### config.mk
export PLATFORM = sky130hd
export DESIGN_NAME = rr_arbiter_4
export DESIGN_NICKNAME = d
export VERILOG_FILES = /design/src/rtl/rr_arbiter_4.sv
export SDC_FILE = /design/constraint.sdc
export NUM_CORES = 1
export LEC_CHECK = 0
export CAP_MARGIN = 20
export CORE_AREA = 3 3 40 42
export CTS_BUF_LIST = sky130_fd_sc_hd__clkbuf_16
export CTS_CLUSTER_SIZE = 28
export DETAILED_ROUTE_END_ITERATION = 12
export DIE_AREA = 0 0 43 45
export PLACE_DENSITY_LB_ADDON = 0.12
export SETUP_SLACK_MARGIN = 0.15
export SLEW_MARGIN = 20
export SYNTH_ARGS = -nofsm -noshare
export SYNTH_HDL_FRONTEND = slang
export SYNTH_SLANG_ARGS = --single-unit
### constraint.sdc
create_clock -name clk -period 2.22 [get_ports clk]
set_input_delay 0.444 -clock clk [delete_from_list [all_inputs] [get_ports clk]]
set_output_delay 0.444 -clock clk [all_outputs]
set_load 0.02 [all_outputs]
### src/rtl/rr_arbiter_4.sv
// rtl/rr_arbiter_4.sv - 4-way round-robin arbiter with registered one-hot grant.
// Optional grant-hold timeout/preemption is enabled by defining RR_ARB_TIMEOUT_EN.
module rr_arbiter_4 #(
  parameter int unsigned HOLD_MAX = 15
) (
  input  logic       clk,
  input  logic       rst_n,
  input  logic       en,
  input  logic [3:0] req,
  output logic [3:0] gnt,
  output logic [1:0] gnt_idx,
  output logic       gnt_valid,
  output logic       preempt
);

  if (HOLD_MAX < 1 || HOLD_MAX > 255) begin : g_hold_range
    $error("rr_arbiter_4: HOLD_MAX must be in 1..255");
  end

  typedef enum logic {IDLE, GRANT} state_t;

  state_t     state;
  logic [1:0] ptr;
  logic       win_found;
  logic [1:0] win_idx;
  logic [1:0] cand;
  logic       owner_req;
  logic       do_grant;
  logic       do_drop;
  logic       do_preempt;

  // Scan from the farthest slot back to ptr so the nearest asserted request wins.
  always_comb begin
    win_found = 1'b0;
    win_idx   = ptr;
    cand      = ptr;
    for (int k = 3; k >= 0; k--) begin
      cand = ptr + 2'(k);
      if (req[cand]) begin
        win_found = 1'b1;
        win_idx   = cand;
      end
    end
  end

  assign owner_req = req[gnt_idx];

`ifdef RR_ARB_TIMEOUT_EN
  logic [7:0] hold_cnt;
  logic       hold_full;

  assign hold_full  = (hold_cnt == 8'(HOLD_MAX));
  assign do_preempt = en && (state == GRANT) && owner_req && hold_full &&
                      (|(req & ~gnt));
`else
  assign do_preempt = 1'b0;
`endif

  assign do_grant = en && win_found && ((state == IDLE) || !owner_req);
  assign do_drop  = !en || ((state == GRANT) && !owner_req && !win_found);

  always_ff @(posedge clk or negedge rst_n) begin
    if (!rst_n) begin
      state     <= IDLE;
      ptr       <= 2'd0;
      gnt       <= 4'b0000;
      gnt_idx   <= 2'd0;
      gnt_valid <= 1'b0;
    end else if (do_grant) begin
      state     <= GRANT;
      ptr       <= win_idx + 2'd1;
      gnt       <= 4'b0001 << win_idx;
      gnt_idx   <= win_idx;
      gnt_valid <= 1'b1;
    end else if (do_drop || do_preempt) begin
      state     <= IDLE;
      gnt       <= 4'b0000;
      gnt_idx   <= 2'd0;
      gnt_valid <= 1'b0;
    end
  end

`ifdef RR_ARB_TIMEOUT_EN
  // Counter saturates so a lone requester keeps its grant indefinitely.
  always_ff @(posedge clk or negedge rst_n) begin
    if (!rst_n) begin
      hold_cnt <= 8'd0;
      preempt  <= 1'b0;
    end else begin
      preempt <= do_preempt;
      if (do_grant || do_drop || do_preempt) begin
        hold_cnt <= 8'd0;
      end else if ((state == GRANT) && !hold_full) begin
        hold_cnt <= hold_cnt + 8'd1;
      end
    end
  end
`else
  assign preempt = 1'b0;
`endif

endmodule

== Yosys cells after proc, flatten, opt, wreduce, memory -nomap -nowiden ==
Cells that the tools add are included.

* Register bits: 9
* Input port bits: 7
* Output and inout port bits: 8
* Word-level logic and storage cells: 49

* Add/sub/neg operators: 4
* $lt $le $gt $ge: 5
* Shift operators: 1
* Muxes and demuxes: 24
* Bitwise operators: 1
* Reductions and logical operators: 10

{| class="wikitable"
|+ Operator list
! kind !! number
|-
| $lt A2 B3 Y1 const B || 5
|-
| $mux W2 || 6
|-
| $mux W1 || 11
|-
| $bmux W1 S2 || 5
|-
| $mux W4 || 2
|-
| $add A2 B1 Y2 const B || 2
|-
| $add A2 B2 Y2 const B || 2
|-
| $logic_and A1 B1 Y1 || 4
|-
| $shl A1 B2 Y4 const A || 1
|-
| $logic_not A1 Y1 || 3
|-
| $logic_or A1 B1 Y1 || 2
|-
| $reduce_bool A2 Y1 || 1
|-
| $not A1 Y1 || 1
|}

== Depth between registers and ports, before layout ==
* Word-level depth: 12
* Gate-level depth with buffers: 6
* Depth with buffers taken out: 5

== Least setup slack after synthesis ==
OpenSTA, ideal clock, no wires.

* Path kind: reg-to-reg
* Start point: register gnt_idx[0]
* End point: register gnt[1]
* Library setup time: 0.121 ns
* Arrival: 1.678 ns
* Data required time: 2.099 ns
* Slack: 0.421 ns
* Stages on the path, launching flop included: 7
* Buffers on the path: 1
* Period minus slack after synthesis: 1.799 ns
* Path through: dfrtp_1 > mux4_1 > nand2_1 > o21ai_0 > and2_1 > buf_6 > a22o_1

* Word-level cells in the longest chain between the ends: 7
* Elaborated cells on any way between the ends: 10
* Those cells by class: mux (3); reduce/logical (7)

{| class="wikitable"
|+ Ends and longest elaborated chain
! item !! RTL line !! RTL
|-
| start: declaration || 11 || <nowiki>output logic [1:0] gnt_idx,</nowiki>
|-
| start signal: assignment || 73 || <nowiki>gnt_idx <= win_idx;</nowiki>
|-
| $bmux W1 S2 * || 46 || <nowiki>assign owner_req = req[gnt_idx];</nowiki>
|-
| $mux W1 (not written as such) * || 46 ||
|-
| $logic_not A1 Y1 * || 59, 60 ||
|-
| $logic_and A1 B1 Y1 (2 in a row) || 60 || <nowiki>assign do_drop = !en || ((state == GRANT) && !owner_req && !win_found);</nowiki>
|-
| $logic_or A1 B1 Y1 || 60 ||
|-
| $reduce_bool A2 Y1 (no source line) || -- ||
|-
| end signal: assignment || 72 || <nowiki>gnt <= 4'b0001 << win_idx;</nowiki>
|-
| end: declaration || 10 || <nowiki>output logic [3:0] gnt,</nowiki>
|}

Every way passes the cells marked *; elsewhere a longest branch is shown, timed or not. The select of a mux whose other input is x is not followed.
A chain may end at the register's enable or synchronous reset.

== Worst setup path after layout ==
* Start point: input port req[2]
* End point: register gnt[1]

* Word-level cells in the longest chain between the ends: 10
* Elaborated cells on any way between the ends: 29
* Those cells by class: shift (1); mux (19); reduce/logical (9)

{| class="wikitable"
|+ Ends and longest elaborated chain
! item !! RTL line !! RTL
|-
| start: declaration || 9 || <nowiki>input logic [3:0] req,</nowiki>
|-
| $bmux W1 S2 || 39 || <nowiki>if (req[cand]) begin</nowiki>
|-
| $mux W1 (not written as such) || 39 ||
|-
| $mux W1 (4 in a row) || 39 ||
|-
| $logic_not A1 Y1 || 60 ||
|-
| $logic_and A1 B1 Y1 || 60 ||
|-
| $logic_or A1 B1 Y1 || 60 ||
|-
| $reduce_bool A2 Y1 (no source line) || -- ||
|}

Several ways; a longest one is shown, not always the timed one. The select of a mux whose other input is x is not followed.

==> impl_results.md <==
- Status: finished clean
- Antenna violations before repair: 0
- Hold_buf cts: 0
- First-pass GRT wire length: 1987 um
- Post-Syn Nets: 57
- CTS sink count: 9
- Post-DR wirelength/cell: 14.01 um
- Routed Antenna Nets: 0
- Root Driver: clkbuf_16
- Starting Density: 39.24%
- Die area: 1935 um2
- Io pins: 15
- Final Hold Viols: 0
- Number of DRC markers in iteration 0: 10
- Final setup viols: 0
- Total CTS buffers: 3
- Final Critical Period: 2.001 ns
- Die X: 43 um
- Synthesized area per cell: 10.08 um2
- Critical path peak fanout: 4
- Max IR drop VDD: 0.0007559 V
- Via Count: 443
- H-tree depth: 1
- #FFs+latches synth: 9
- Setup Skew: 0.001712 ns
- Total power: 833.1 uW
- DRC Markers: 0
- Seq. cell area: 225.2 um2
- Main flop type after synthesis: dfrtp_1
- Post-Syn Area: 504.2 um2
- Largest net degree at the start of global routing: 10
- Leakage power total: 0.3645 nW
- GP Congestion: 0.8109
- Via density: 5.151
- Final Slew Violations: 0
- Max Fclk: 0.4998 GHz
- Nets: 79
- Core area: 1285 um2
- Rows: 13
- IO Port Bufs: 13
- Library cells used by synthesis: 24
- CTS tree: built
- Routed wire length: 1205 um
- Drt pass-1 iters: 3
- Gr ovfl total: 0
- Area grow syn2layout: 50.37%
- Sequential share of the synthesized area: 44.67%
- Post_cts resized: 0
- Total track usage: 14.55%
- Fillers: 119
- Worst EP required: 2.33 ns
- Async SR Flop Fraction: 100.0%
- Nature of the critical path endpoint: register
- Post-detail-place hpwl: 846.9 um
- Crit path DAT: 2.11 ns
- Cell Pwr Density: 1099 nW/um2
- Die Ht: 45 um
- Clk Latency, worst-skew pair: 0.23 ns
- Post-route cell area: 758.2 um2
- Max-cap violations: 0
- WS Path Type: in2reg
- Multi-input gate area: 249.0 um2
- Clk buf depth: 2
- HP Class: reg2reg
- YS warnings: 0
- Number of flops mapped to enable cells by yosys: 0
- RSZ-0062 raised after global routing: false
- Vias in the first global route: 473
- Fraction of layout cells with a size suffix above 1: 22.54%
- Critical Path Source Type: input port
- Synthesized instance count: 50
- Hold_ws: 0.4728 ns
- Fin crit share: 90.13%
- # Post-CTS Setup Buffers: 0
- Clk pin slew, worst setup/hold paths: 0.04 ns
- Ant diodes: 0
- Placed cell area: 679.4 um2
## logic make-up after synthesis
family / share of synthesized area (%)
AO/OA/AOI/OAI: 22.83
AND/OR/NAND/NOR: 18.86
flip-flops: 44.67
buffers and inverters: 5.956
XOR/XNOR: 1.737
multiplexers: 5.212
other: 0.7437
## cell usage after synthesis, drive strengths merged, types with 2 or more instances
library cell | instances | area share, %
a21oi | 6 | 6.0
nor2 | 3 | 2.2
buf | 2 | 3.7
inv | 3 | 2.2
o21ai | 2 | 2.0
nand2 | 4 | 3.0
nor3 | 2 | 2.0
and2 | 4 | 6.5
dfrtp | 9 | 45
a22o | 2 | 3.5
a21o | 3 | 4.7
## power breakdown
| group | total [mW] | leakage (nW) | switching [mW] | internal (mW) |
|---|---|---|---|---|
| clock | 0.307 | 0.0423 | 0.0724 | 0.235 |
| sequential | 0.245 | 0.114 | 0.0386 | 0.206 |
| combinational | 0.281 | 0.208 | 0.137 | 0.144 |
## sequential cells by signal (all words and copies together) (netlist names)
name	flops
state	1
gnt_idx	2
ptr	2
gnt	4
## layer usage
metal	vias up	GRT usage, %	wire length, um
li1	216	-	-
met1	207	14.90	484
met2	14	24.55	586
met3	6	6.773	95
met4	0	8.434	38
met5	-	0	0
## through the flow
stage	TNS, ns	utilization, %	worst slack [ns]	cells
CTS	0	59.01	0.2119	86
detailed placement	-0.01117	52.87	-0.01117	82
global route	0	59.01	0.1678	86
floorplan	0	-	0.4207	50
global placement	0	52.87	0.008019	82
finish	0	59.01	0.2191	86
## worst max-delay path, cell delays in order
cell	delay [ns]
clkdlybuf4s50_1	0.45
or4_4	0.54
and2_4	0.18
and2_4	0.16
and2_4	0.14
a22o_1	0.20
## worst paths after layout
kind,startpoint,to,slack (ns),cells after the start
min,gnt[2],gnt[2],0.47,1
max reg2reg,gnt_idx[0],gnt[1],0.50,5
min reg2reg,gnt[2],gnt[2],0.47,1
min in group asynchronous,rst_n,gnt[3],0.51,1
max in group asynchronous,rst_n,ptr[0],1.42,1
max,req[2],gnt[1],0.22,6
## cells in the final DEF (no fill, tap or decap), drive strengths merged, types with 2 or more instances in the layout
cell	instances
a21o	3
clkbuf	3
dfrtp	9
inv	4
nand2	4
nor3	2
nor2	3
clkdlybuf4s50	13
a22o	2
buf	6
and2	4
o21ai	2
a21oi	6
## area by class of cell
cell class,instances,area share [%]
Tap cell,15,2.475
Multi-Input combinational cell,36,32.84
Timing Repair Buffer,19,23.10
Inverter,3,1.485
Clock inverter,1,0.4950
Sequential cell,9,29.70
Clock buffer,3,9.901
No activity file was read; power rests on OpenSTA's default activity.
